$ cat config.mk
export PLATFORM = sky130hd
export DESIGN_NAME = tensor_core_instruction_receiver
export DESIGN_NICKNAME = d
export VERILOG_FILES = /design/src/rtl/tensor_core_instruction_receiver_pkg.sv /design/src/rtl/tensor_core_instruction_receiver_if.sv /design/src/rtl/tensor_core_instruction_receiver_mac_sequencer.sv /design/src/rtl/tensor_core_instruction_receiver.sv
export SDC_FILE = /design/constraint.sdc
export NUM_CORES = 1
export LEC_CHECK = 0
export ABC_CLOCK_PERIOD_IN_PS = 8600
export BUFFER_PORTS_ARGS = -buffer_cell sky130_fd_sc_hd__buf_2
export CORE_UTILIZATION = 35
export DETAILED_ROUTE_END_ITERATION = 8
export PLACE_DENSITY = 0.51
export SLEW_MARGIN = 20
export SYNTH_ARGS = -nofsm -noshare
export SYNTH_HDL_FRONTEND = slang
export SYNTH_SLANG_ARGS = --single-unit
$ cat constraint.sdc
create_clock -name clock_in -period 8.6 [get_ports clock_in]
set_clock_uncertainty 0.1 [all_clocks]
set_input_delay 2.15 -clock clock_in [delete_from_list [all_inputs] [get_ports clock_in]]
set_output_delay 2.15 -clock clock_in [all_outputs]
set_load 0.005 [all_outputs]
$ cat src/rtl/tensor_core_instruction_receiver_pkg.sv
// Shared encodings for the tensor-core instruction bus: opcode/select values (also used by
// the memory controller), FSM state codes, instruction field positions and the saturator.
`ifndef TENSOR_CORE_BUS_DEFINES
`define TENSOR_CORE_BUS_DEFINES
`define TC_OP_NOP     2'b00
`define TC_OP_OPERATE 2'b01
`define TC_OP_BURST   2'b10
`define TC_OP_RESET   2'b11
`define TC_SEL_READ   2'b00
`define TC_SEL_WRITE  2'b01
`define TC_SEL_RW     2'b10
`define TC_SEL_RSVD   2'b11
`endif

package tensor_core_pkg;

  localparam logic [1:0] ST_IDLE    = 2'd0;
  localparam logic [1:0] ST_BURST   = 2'd1;
  localparam logic [1:0] ST_COMPUTE = 2'd2;

  localparam int F_OP_LSB  = 0;
  localparam int F_SEL_LSB = 2;
  localparam int F_CNT_LSB = 4;
  localparam int F_RSV_LSB = 12;

  // Clamp a signed value into the range of a signed 'width'-bit number.
  function automatic logic signed [31:0] saturate(input logic signed [31:0] v, input int width);
    logic signed [31:0] hi;
    logic signed [31:0] lo;
    hi = (32'sd1 <<< (width - 1)) - 32'sd1;
    lo = -(32'sd1 <<< (width - 1));
    if (v > hi) return hi;
    if (v < lo) return lo;
    return v;
  endfunction

endpackage

$ cat src/rtl/tensor_core_instruction_receiver_if.sv
// Link between the receiver (register-file owner) and the MAC sequencer.
interface tensor_core_instruction_receiver_if #(
  parameter int AB_W       = 5,
  parameter int C_W        = 4,
  parameter int DATA_WIDTH = 8
);
  // start: one-cycle request, only raised while busy is low; the sequencer raises busy on
  // the following cycle. done is high for exactly the last busy cycle. Operand reads are
  // combinational (a_idx/b_idx -> a_val/b_val); c_we writes c_data into C[c_idx] at the edge.
  logic                          start;
  logic                          busy;
  logic                          done;
  logic [AB_W-1:0]               a_idx;
  logic [AB_W-1:0]               b_idx;
  logic signed [DATA_WIDTH-1:0]  a_val;
  logic signed [DATA_WIDTH-1:0]  b_val;
  logic                          c_we;
  logic [C_W-1:0]                c_idx;
  logic [DATA_WIDTH-1:0]         c_data;

  modport master (
    output start, a_val, b_val,
    input  busy, done, a_idx, b_idx, c_we, c_idx, c_data
  );

  modport slave (
    input  start, a_val, b_val,
    output busy, done, a_idx, b_idx, c_we, c_idx, c_data
  );
endinterface

$ cat src/rtl/tensor_core_instruction_receiver_mac_sequencer.sv
// Sequential matrix multiply: one MAC per cycle over i/j/k (k fastest), saturated C writes.
module tensor_core_mac_sequencer
  import tensor_core_pkg::*;
#(
  parameter int DIM        = 3,
  parameter int DATA_WIDTH = 8,
  parameter int AB_W       = 5,
  parameter int C_W        = 4
) (
  input  logic clk,
  input  logic rst,
  tensor_core_instruction_receiver_if.slave mac
);

  localparam int NELEM = DIM * DIM;
  localparam int CNT_W = (DIM > 1) ? $clog2(DIM) : 1;
  localparam int ACC_W = 2 * DATA_WIDTH + $clog2(DIM);
  localparam logic [CNT_W-1:0] LAST = CNT_W'(DIM - 1);

  logic                     run_q, run_d;
  logic                     drain_q, drain_d;
  logic [CNT_W-1:0]         i_q, i_d, j_q, j_d, k_q, k_d;
  logic signed [ACC_W-1:0]  acc_q, acc_d;
  logic                     c_pend_q, c_pend_d;
  logic [C_W-1:0]           c_idx_q, c_idx_d;

  logic signed [2*DATA_WIDTH-1:0] prod;
  logic signed [ACC_W-1:0]        prod_ext;
  logic signed [ACC_W-1:0]        sum;

  assign mac.a_idx  = AB_W'(int'(i_q) * DIM + int'(k_q));
  assign mac.b_idx  = AB_W'(NELEM + int'(k_q) * DIM + int'(j_q));
  assign mac.busy   = run_q;
  assign mac.done   = drain_q;
  assign mac.c_we   = c_pend_q;
  assign mac.c_idx  = c_idx_q;
  // The finished dot product is written one cycle after its last MAC, from acc_q.
  assign mac.c_data = DATA_WIDTH'(saturate(32'(acc_q), DATA_WIDTH));

  always_comb begin
    prod     = mac.a_val * mac.b_val;
    prod_ext = ACC_W'(prod);
    sum      = ((k_q == '0) ? '0 : acc_q) + prod_ext;
  end

  always_comb begin
    run_d    = run_q;
    drain_d  = drain_q;
    i_d      = i_q;
    j_d      = j_q;
    k_d      = k_q;
    acc_d    = acc_q;
    c_pend_d = 1'b0;
    c_idx_d  = c_idx_q;
    if (drain_q) begin
      run_d   = 1'b0;
      drain_d = 1'b0;
    end else if (run_q) begin
      acc_d = sum;
      if (k_q == LAST) begin
        k_d      = '0;
        c_pend_d = 1'b1;
        c_idx_d  = C_W'(int'(i_q) * DIM + int'(j_q));
        if (j_q == LAST) begin
          j_d = '0;
          if (i_q == LAST) begin
            i_d     = '0;
            drain_d = 1'b1;
          end else begin
            i_d = i_q + 1'b1;
          end
        end else begin
          j_d = j_q + 1'b1;
        end
      end else begin
        k_d = k_q + 1'b1;
      end
    end else if (mac.start) begin
      run_d = 1'b1;
      i_d   = '0;
      j_d   = '0;
      k_d   = '0;
    end
  end

  always_ff @(posedge clk) begin
    if (rst) begin
      run_q    <= 1'b0;
      drain_q  <= 1'b0;
      i_q      <= '0;
      j_q      <= '0;
      k_q      <= '0;
      acc_q    <= '0;
      c_pend_q <= 1'b0;
      c_idx_q  <= '0;
    end else begin
      run_q    <= run_d;
      drain_q  <= drain_d;
      i_q      <= i_d;
      j_q      <= j_d;
      k_q      <= k_d;
      acc_q    <= acc_d;
      c_pend_q <= c_pend_d;
      c_idx_q  <= c_idx_d;
    end
  end

endmodule

$ cat src/rtl/tensor_core_instruction_receiver.sv
// Tensor-core endpoint of the 16-bit instruction bus: word decode, burst FSM, A/B/C register
// files; the multiply itself runs in tensor_core_mac_sequencer.
module tensor_core_instruction_receiver
  import tensor_core_pkg::*;
#(
  parameter int DIM         = 3,
  parameter int DATA_WIDTH  = 8,
  parameter int COUNT_WIDTH = 8
) (
  input  logic                  clock_in,
  input  logic                  reset_in,
  input  logic [15:0]           current_tensor_core_instruction,
  output logic [DATA_WIDTH-1:0] tensor_core_controller_output,
  output logic                  busy,
  output logic                  error
);

  localparam int NELEM   = DIM * DIM;
  localparam int NAB     = 2 * NELEM;
  localparam int AB_W    = $clog2(NAB);
  localparam int C_W     = $clog2(NELEM);
  localparam int BEATS_W = COUNT_WIDTH + 1;

  logic [1:0]             state_q, state_d;
  logic [1:0]             sel_q, sel_d;
  logic [BEATS_W-1:0]     beats_q, beats_d;
  logic [AB_W-1:0]        wr_ptr_q, wr_ptr_d;
  logic [C_W-1:0]         rd_ptr_q, rd_ptr_d;
  logic                   error_q, error_d;
  logic [DATA_WIDTH-1:0]  ab_q [NAB];
  logic [DATA_WIDTH-1:0]  c_q  [NELEM];

  logic [15:0]            word;
  logic [1:0]             opcode;
  logic [1:0]             sel_f;
  logic [COUNT_WIDTH-1:0] cnt_f;
  logic [3:0]             rsv_f;
  logic                   soft_rst;
  logic                   rst_all;
  logic                   rd_beat;
  logic                   wr_beat;
  logic [AB_W-1:0]        wr_ptr_p1;
  logic                   mac_start;

  tensor_core_instruction_receiver_if #(
    .AB_W       (AB_W),
    .C_W        (C_W),
    .DATA_WIDTH (DATA_WIDTH)
  ) mac_bus ();

  tensor_core_mac_sequencer #(
    .DIM        (DIM),
    .DATA_WIDTH (DATA_WIDTH),
    .AB_W       (AB_W),
    .C_W        (C_W)
  ) u_mac (
    .clk (clock_in),
    .rst (rst_all),
    .mac (mac_bus.slave)
  );

  assign word   = current_tensor_core_instruction;
  assign opcode = word[F_OP_LSB +: 2];
  assign sel_f  = word[F_SEL_LSB +: 2];
  assign cnt_f  = word[F_CNT_LSB +: COUNT_WIDTH];
  assign rsv_f  = word[15:F_RSV_LSB];

  // Inside a burst every word is payload, so RESET is only recognised outside BURST.
  assign soft_rst = (state_q != ST_BURST) && (opcode == `TC_OP_RESET);
  assign rst_all  = reset_in || soft_rst;

  assign rd_beat   = (state_q == ST_BURST) && ((sel_q == `TC_SEL_READ) || (sel_q == `TC_SEL_RW));
  assign wr_beat   = (state_q == ST_BURST) && ((sel_q == `TC_SEL_WRITE) || (sel_q == `TC_SEL_RW));
  assign wr_ptr_p1 = wr_ptr_q + 1'b1;

  assign mac_bus.start = mac_start;
  assign mac_bus.a_val = ab_q[mac_bus.a_idx];
  assign mac_bus.b_val = ab_q[mac_bus.b_idx];

  assign tensor_core_controller_output = rd_beat ? c_q[rd_ptr_q] : '0;
  assign busy  = mac_bus.busy;
  assign error = error_q;

  always_comb begin
    state_d   = state_q;
    sel_d     = sel_q;
    beats_d   = beats_q;
    wr_ptr_d  = wr_ptr_q;
    rd_ptr_d  = rd_ptr_q;
    error_d   = error_q;
    mac_start = 1'b0;
    case (state_q)
      ST_IDLE: begin
        if (opcode == `TC_OP_OPERATE) begin
          state_d   = ST_COMPUTE;
          mac_start = 1'b1;
        end else if (opcode == `TC_OP_BURST) begin
          if ((sel_f == `TC_SEL_RSVD) || (rsv_f != 4'd0)) begin
            error_d = 1'b1;
          end else begin
            state_d  = ST_BURST;
            sel_d    = sel_f;
            // A zero count encodes the longest burst, 2^COUNT_WIDTH beats.
            beats_d  = (cnt_f == '0) ? {1'b1, {COUNT_WIDTH{1'b0}}} : {1'b0, cnt_f};
            wr_ptr_d = '0;
            rd_ptr_d = '0;
          end
        end
      end
      ST_BURST: begin
        if (wr_beat) wr_ptr_d = (wr_ptr_q == AB_W'(NAB - 2)) ? '0 : wr_ptr_q + AB_W'(2);
        if (rd_beat) rd_ptr_d = (rd_ptr_q == C_W'(NELEM - 1)) ? '0 : rd_ptr_q + 1'b1;
        beats_d = beats_q - 1'b1;
        if (beats_q == BEATS_W'(1)) state_d = ST_IDLE;
      end
      ST_COMPUTE: begin
        if ((opcode == `TC_OP_OPERATE) || (opcode == `TC_OP_BURST)) error_d = 1'b1;
        if (mac_bus.done) state_d = ST_IDLE;
      end
      default: state_d = ST_IDLE;
    endcase
  end

  always_ff @(posedge clock_in) begin
    if (rst_all) begin
      state_q  <= ST_IDLE;
      sel_q    <= `TC_SEL_READ;
      beats_q  <= '0;
      wr_ptr_q <= '0;
      rd_ptr_q <= '0;
      error_q  <= 1'b0;
      for (int e = 0; e < NAB; e++) ab_q[e] <= '0;
      for (int e = 0; e < NELEM; e++) c_q[e] <= '0;
    end else begin
      state_q  <= state_d;
      sel_q    <= sel_d;
      beats_q  <= beats_d;
      wr_ptr_q <= wr_ptr_d;
      rd_ptr_q <= rd_ptr_d;
      error_q  <= error_d;
      if (wr_beat) begin
        ab_q[wr_ptr_q]  <= word[2*DATA_WIDTH-1 -: DATA_WIDTH];
        ab_q[wr_ptr_p1] <= word[DATA_WIDTH-1:0];
      end
      if (mac_bus.c_we) c_q[mac_bus.c_idx] <= mac_bus.c_data;
    end
  end

endmodule

==> reports/qor.txt <==
status: complete, no violations
Switching Fraction: 27.9%
R2R depth: 33
met3 WL post-DR: 3.66 mm
Crit-path slowest cell: fa_4
Worst-Margin Slew: 1.10 ns
HP Class: reg -> reg
Tmin final: 8.36 ns
post-layout util: 40.6%
TritonRoute pass-1 iters: 5
CTS buffer count: 49
Core Region: 70,500 um2
clk root buf: clkbuf_16
Synthesized Nets: 2,129
proportion of synthesized area in mux cells: 17.2%
Synth Instances: 1,979
combinational family with the most area after synthesis: multiplexers
Final Non-Filler Cells: 3,022
hold_buf cts: 0
yosys warns: 0
Via-to-Cell Ratio: 5.31
area grow syn2layout: 13.9%
CTS sink count: 441
Tcrit/Tclk final: 97.3%
Max Root-Sink Buffers: 3
R2R setup slack: 0.24 ns
Lkg Pwr: 10.9 nW
Ports: 28
register area share after synthesis: 50.4%
wl on met1: 30.3 mm
placed cell area: 26,700 um2
CP startpoint: u_mac.k_q[1]
CTS clk-pin slew, worst paths: 0.06 ns
post-synthesis async set-or-reset flop share: 0%
register share of total power: 44.1%
endpoints failing setup: 0
internal power: 4.01 mW
startpoint types: flop
post-DP HPWL: 47.0 mm
DR WL/cell: 22.7 um
FF-to-FF End: u_mac.acc_q[17]
max_slew headroom: 26.2%
Routed Antenna Nets: 0
CP Capture Type: flop
Initial Util: 35.7%
layout cells sized above 1: 21.4%
max-cap violation count: 0
drt first-iter violations: 1,248
final instance area: 28,700 um2
final hold violations: 0
area of the die: 73,000 um2
# DRC: 0
CTS tree: built
Largest stage delay, worst path: 0.86 ns
Cell Area, Synth: 25,200 um2
Worst Setup EP: u_mac.acc_q[17]
Peak supply drop: 135 uV
xor and xnor fraction of the mapped netlist area: 1.24%
unrepaired setup endpoints after global routing: yes
placed cell count: 2,910
aggregate routed wire length: 68.6 mm
input/output buffers: 27
Max Freq: 120 MHz
Required @ worst endpoint: 8.97 ns
routed wl met2: 33.1 mm
Comb pwr share: 19.1%
CP arrival: 8.74 ns
GRT Resource Usage Total: 18.5%
post-synthesis compound-gate area fraction: 5.61%
#FFs+latches synth: 441
CP max FO: 7
Crit Path Class: reg -> reg
Yosys top cell by area: edfxtp_1
FP Rows: 97
post-synth top area share: 45.8%
initial antenna violation count: 0
RR Startpoint: u_mac.k_q[1]
Final nets: 2,192
first-pass GRT wire length: 103 mm
TNS Setup: 0 ns
Synth Area in Adders: 8.36%
post-synthesis average cell area: 12.7 um2
vias in the first global route: 16,100
Skew-Pair Late Insertion Delay: 0.60 ns
area share of and/or/nand/nor cells after synthesis: 12.5%
Clk pwr share: 36.8%
Primary FF master, synth: edfxtp_1
pwr dens: 194 nW/um2
total grt overflow: 0
H-tree levels: 2
vias post-DR: 16,000
NetSw: 1.55 mW
largest net degree at the start of global routing: 47
Placer Congestion: 0.842
Die Y-Extent: 270 um
Max Transition Viols Final: 0
max layer used: met4
Die Span X: 270 um
Post-synth EDFFs: 384
Yosys cell types: 85
top post-synthesis cells by area: edfxtp_1 (46%), mux4_2 (14%), fa_1 (4.8%)
final cells by class:
| type | instances | area, um2 |
|---|---|---|
| diodes | 1 | 2.50 |
| clock buffers | 61 | 1290 |
| clock inverters | 29 | 231 |
| fillers | 6620 | 41900 |
| inverters | 176 | 661 |
| multi-input cells | 1246 | 11500 |
| flip-flops and latches | 441 | 12700 |
| well taps | 940 | 1180 |
| repair buffers | 128 | 1140 |
cell usage after synthesis, types with 7 or more instances:
| cell | count |
|---|---|
| edfxtp_1 | 384 |
| nor2_1 | 206 |
| inv_1 | 167 |
| mux4_2 | 159 |
| nand2_1 | 153 |
| o21ai_0 | 105 |
| and2_1 | 102 |
| ha_1 | 72 |
| clkbuf_1 | 70 |
| fa_1 | 60 |
| dfxtp_1 | 57 |
| a21oi_1 | 54 |
| nor3_1 | 44 |
| nor2b_1 | 31 |
| xnor2_1 | 25 |
| buf_2 | 24 |
| mux4_1 | 17 |
| nand2b_1 | 17 |
| nor4_1 | 14 |
| and3_1 | 13 |
| nand3_1 | 13 |
| mux2i_1 | 12 |
| buf_1 | 10 |
| o21ai_1 | 10 |
| a211oi_1 | 9 |
| nand4_1 | 8 |
| a21o_1 | 7 |
| a21oi_2 | 7 |
| xor2_1 | 7 |
repair_timing:
item                                    in CTS  in global routing
buffers inserted                             0                 17
gates resized for setup                      0                 42
hold endpoints to repair                     0                  0
endpoints found under the setup margin       0                  4
logic make-up (layout without fill, tap and decap cells):
logic type	after synthesis	after routing
AOI/OAI and AO/OA	237	237
xor gates and xnor gates	34	34
adders and majority gates	132	132
buffers and inverters	292	394
DFF	441	441
muxes	197	197
other	0	1
and+or+nand+nor	646	646
registers in the layout, summed over array words and instances, names as in the netlist, named ones only:
name	cells
ab_q	256
c_q	128
u_mac.acc_q	18
beats_q	9
rd_ptr_q	4
u_mac.mac.c_idx	4
wr_ptr_q	4
sel_q	2
state_q	2
u_mac.i_q	2
u_mac.j_q	2
u_mac.k_q	2
error	1
u_mac.mac.busy	1
u_mac.mac.c_we	1
u_mac.mac.done	1
placed cells by master (no fill, tap or decap), types with 16 or more instances in the layout:
cell type / synthesis / final
a21oi_1: 54 / 49
and2_1: 102 / 102
buf_2: 24 / 27
buf_4: 2 / 75
clkbuf_16: 0 / 54
clkinv_1: 4 / 16
dfxtp_1: 57 / 54
edfxtp_1: 384 / 384
fa_1: 60 / 57
ha_1: 72 / 66
inv_1: 167 / 164
mux4_1: 17 / 16
mux4_2: 159 / 160
nand2_1: 153 / 153
nor2_1: 206 / 199
nor2b_1: 31 / 31
nor3_1: 44 / 44
o21ai_0: 105 / 94
o21ai_1: 10 / 21
xnor2_1: 25 / 25
how the worst min path moves through the flow:
stage                     startpoint  cells after the start  slack (ns)  endpoint
after global placement      sel_q[0]                      2        0.35  sel_q[0]
after global routing        sel_q[0]                      2        0.39  sel_q[0]
after CTS                   sel_q[0]                      2        0.36  sel_q[0]
after floorplan             sel_q[0]                      2        0.34  sel_q[0]
after detailed placement    sel_q[0]                      2        0.36  sel_q[0]
final                       sel_q[0]                      2        0.36  sel_q[0]
worst max-delay path: cells and delay by family (launching register included):
family	cells	cell delay, ns
AOI/OAI and AO/OA	6	0.93
muxes	3	1.11
and+or+nand+nor	6	1.18
buffers and inverters	10	0.95
DFF	1	0.33
adders and majority gates	8	3.63
per-stage QoR:
stage	hold slack, ns	total power, mW	setup WS (ns)
2_1_floorplan	0.336	3.18	0.294
3_3_place_gp	0.347	3.49	0.122
3_5_place_dp	0.356	3.50	0.0779
4_1_cts	0.364	5.54	0.0262
5_1_grt	0.388	5.78	-0.0440
6_report	0.362	5.56	0.235
layer usage:
| metal | up-vias | GRT usage, % |
|---|---|---|
| met5 | - | 0 |
| met4 | 0 | 4.50 |
| met3 | 101 | 2.61 |
| met2 | 464 | 30.5 |
| met1 | 8150 | 25.7 |
| li1 | 7328 | - |
power by group through the flow:
stage | logic (mW) | clock network [mW] | registers [mW]
final | 1.06 | 2.05 | 2.45
after CTS | 1.01 | 2.08 | 2.45
after global routing | 1.18 | 2.15 | 2.46
after detailed placement | 1.00 | 0 | 2.50
after floorplan | 0.702 | 0 | 2.48
after global placement | 0.995 | 0 | 2.49
Power figures use the tool's default switching activity.
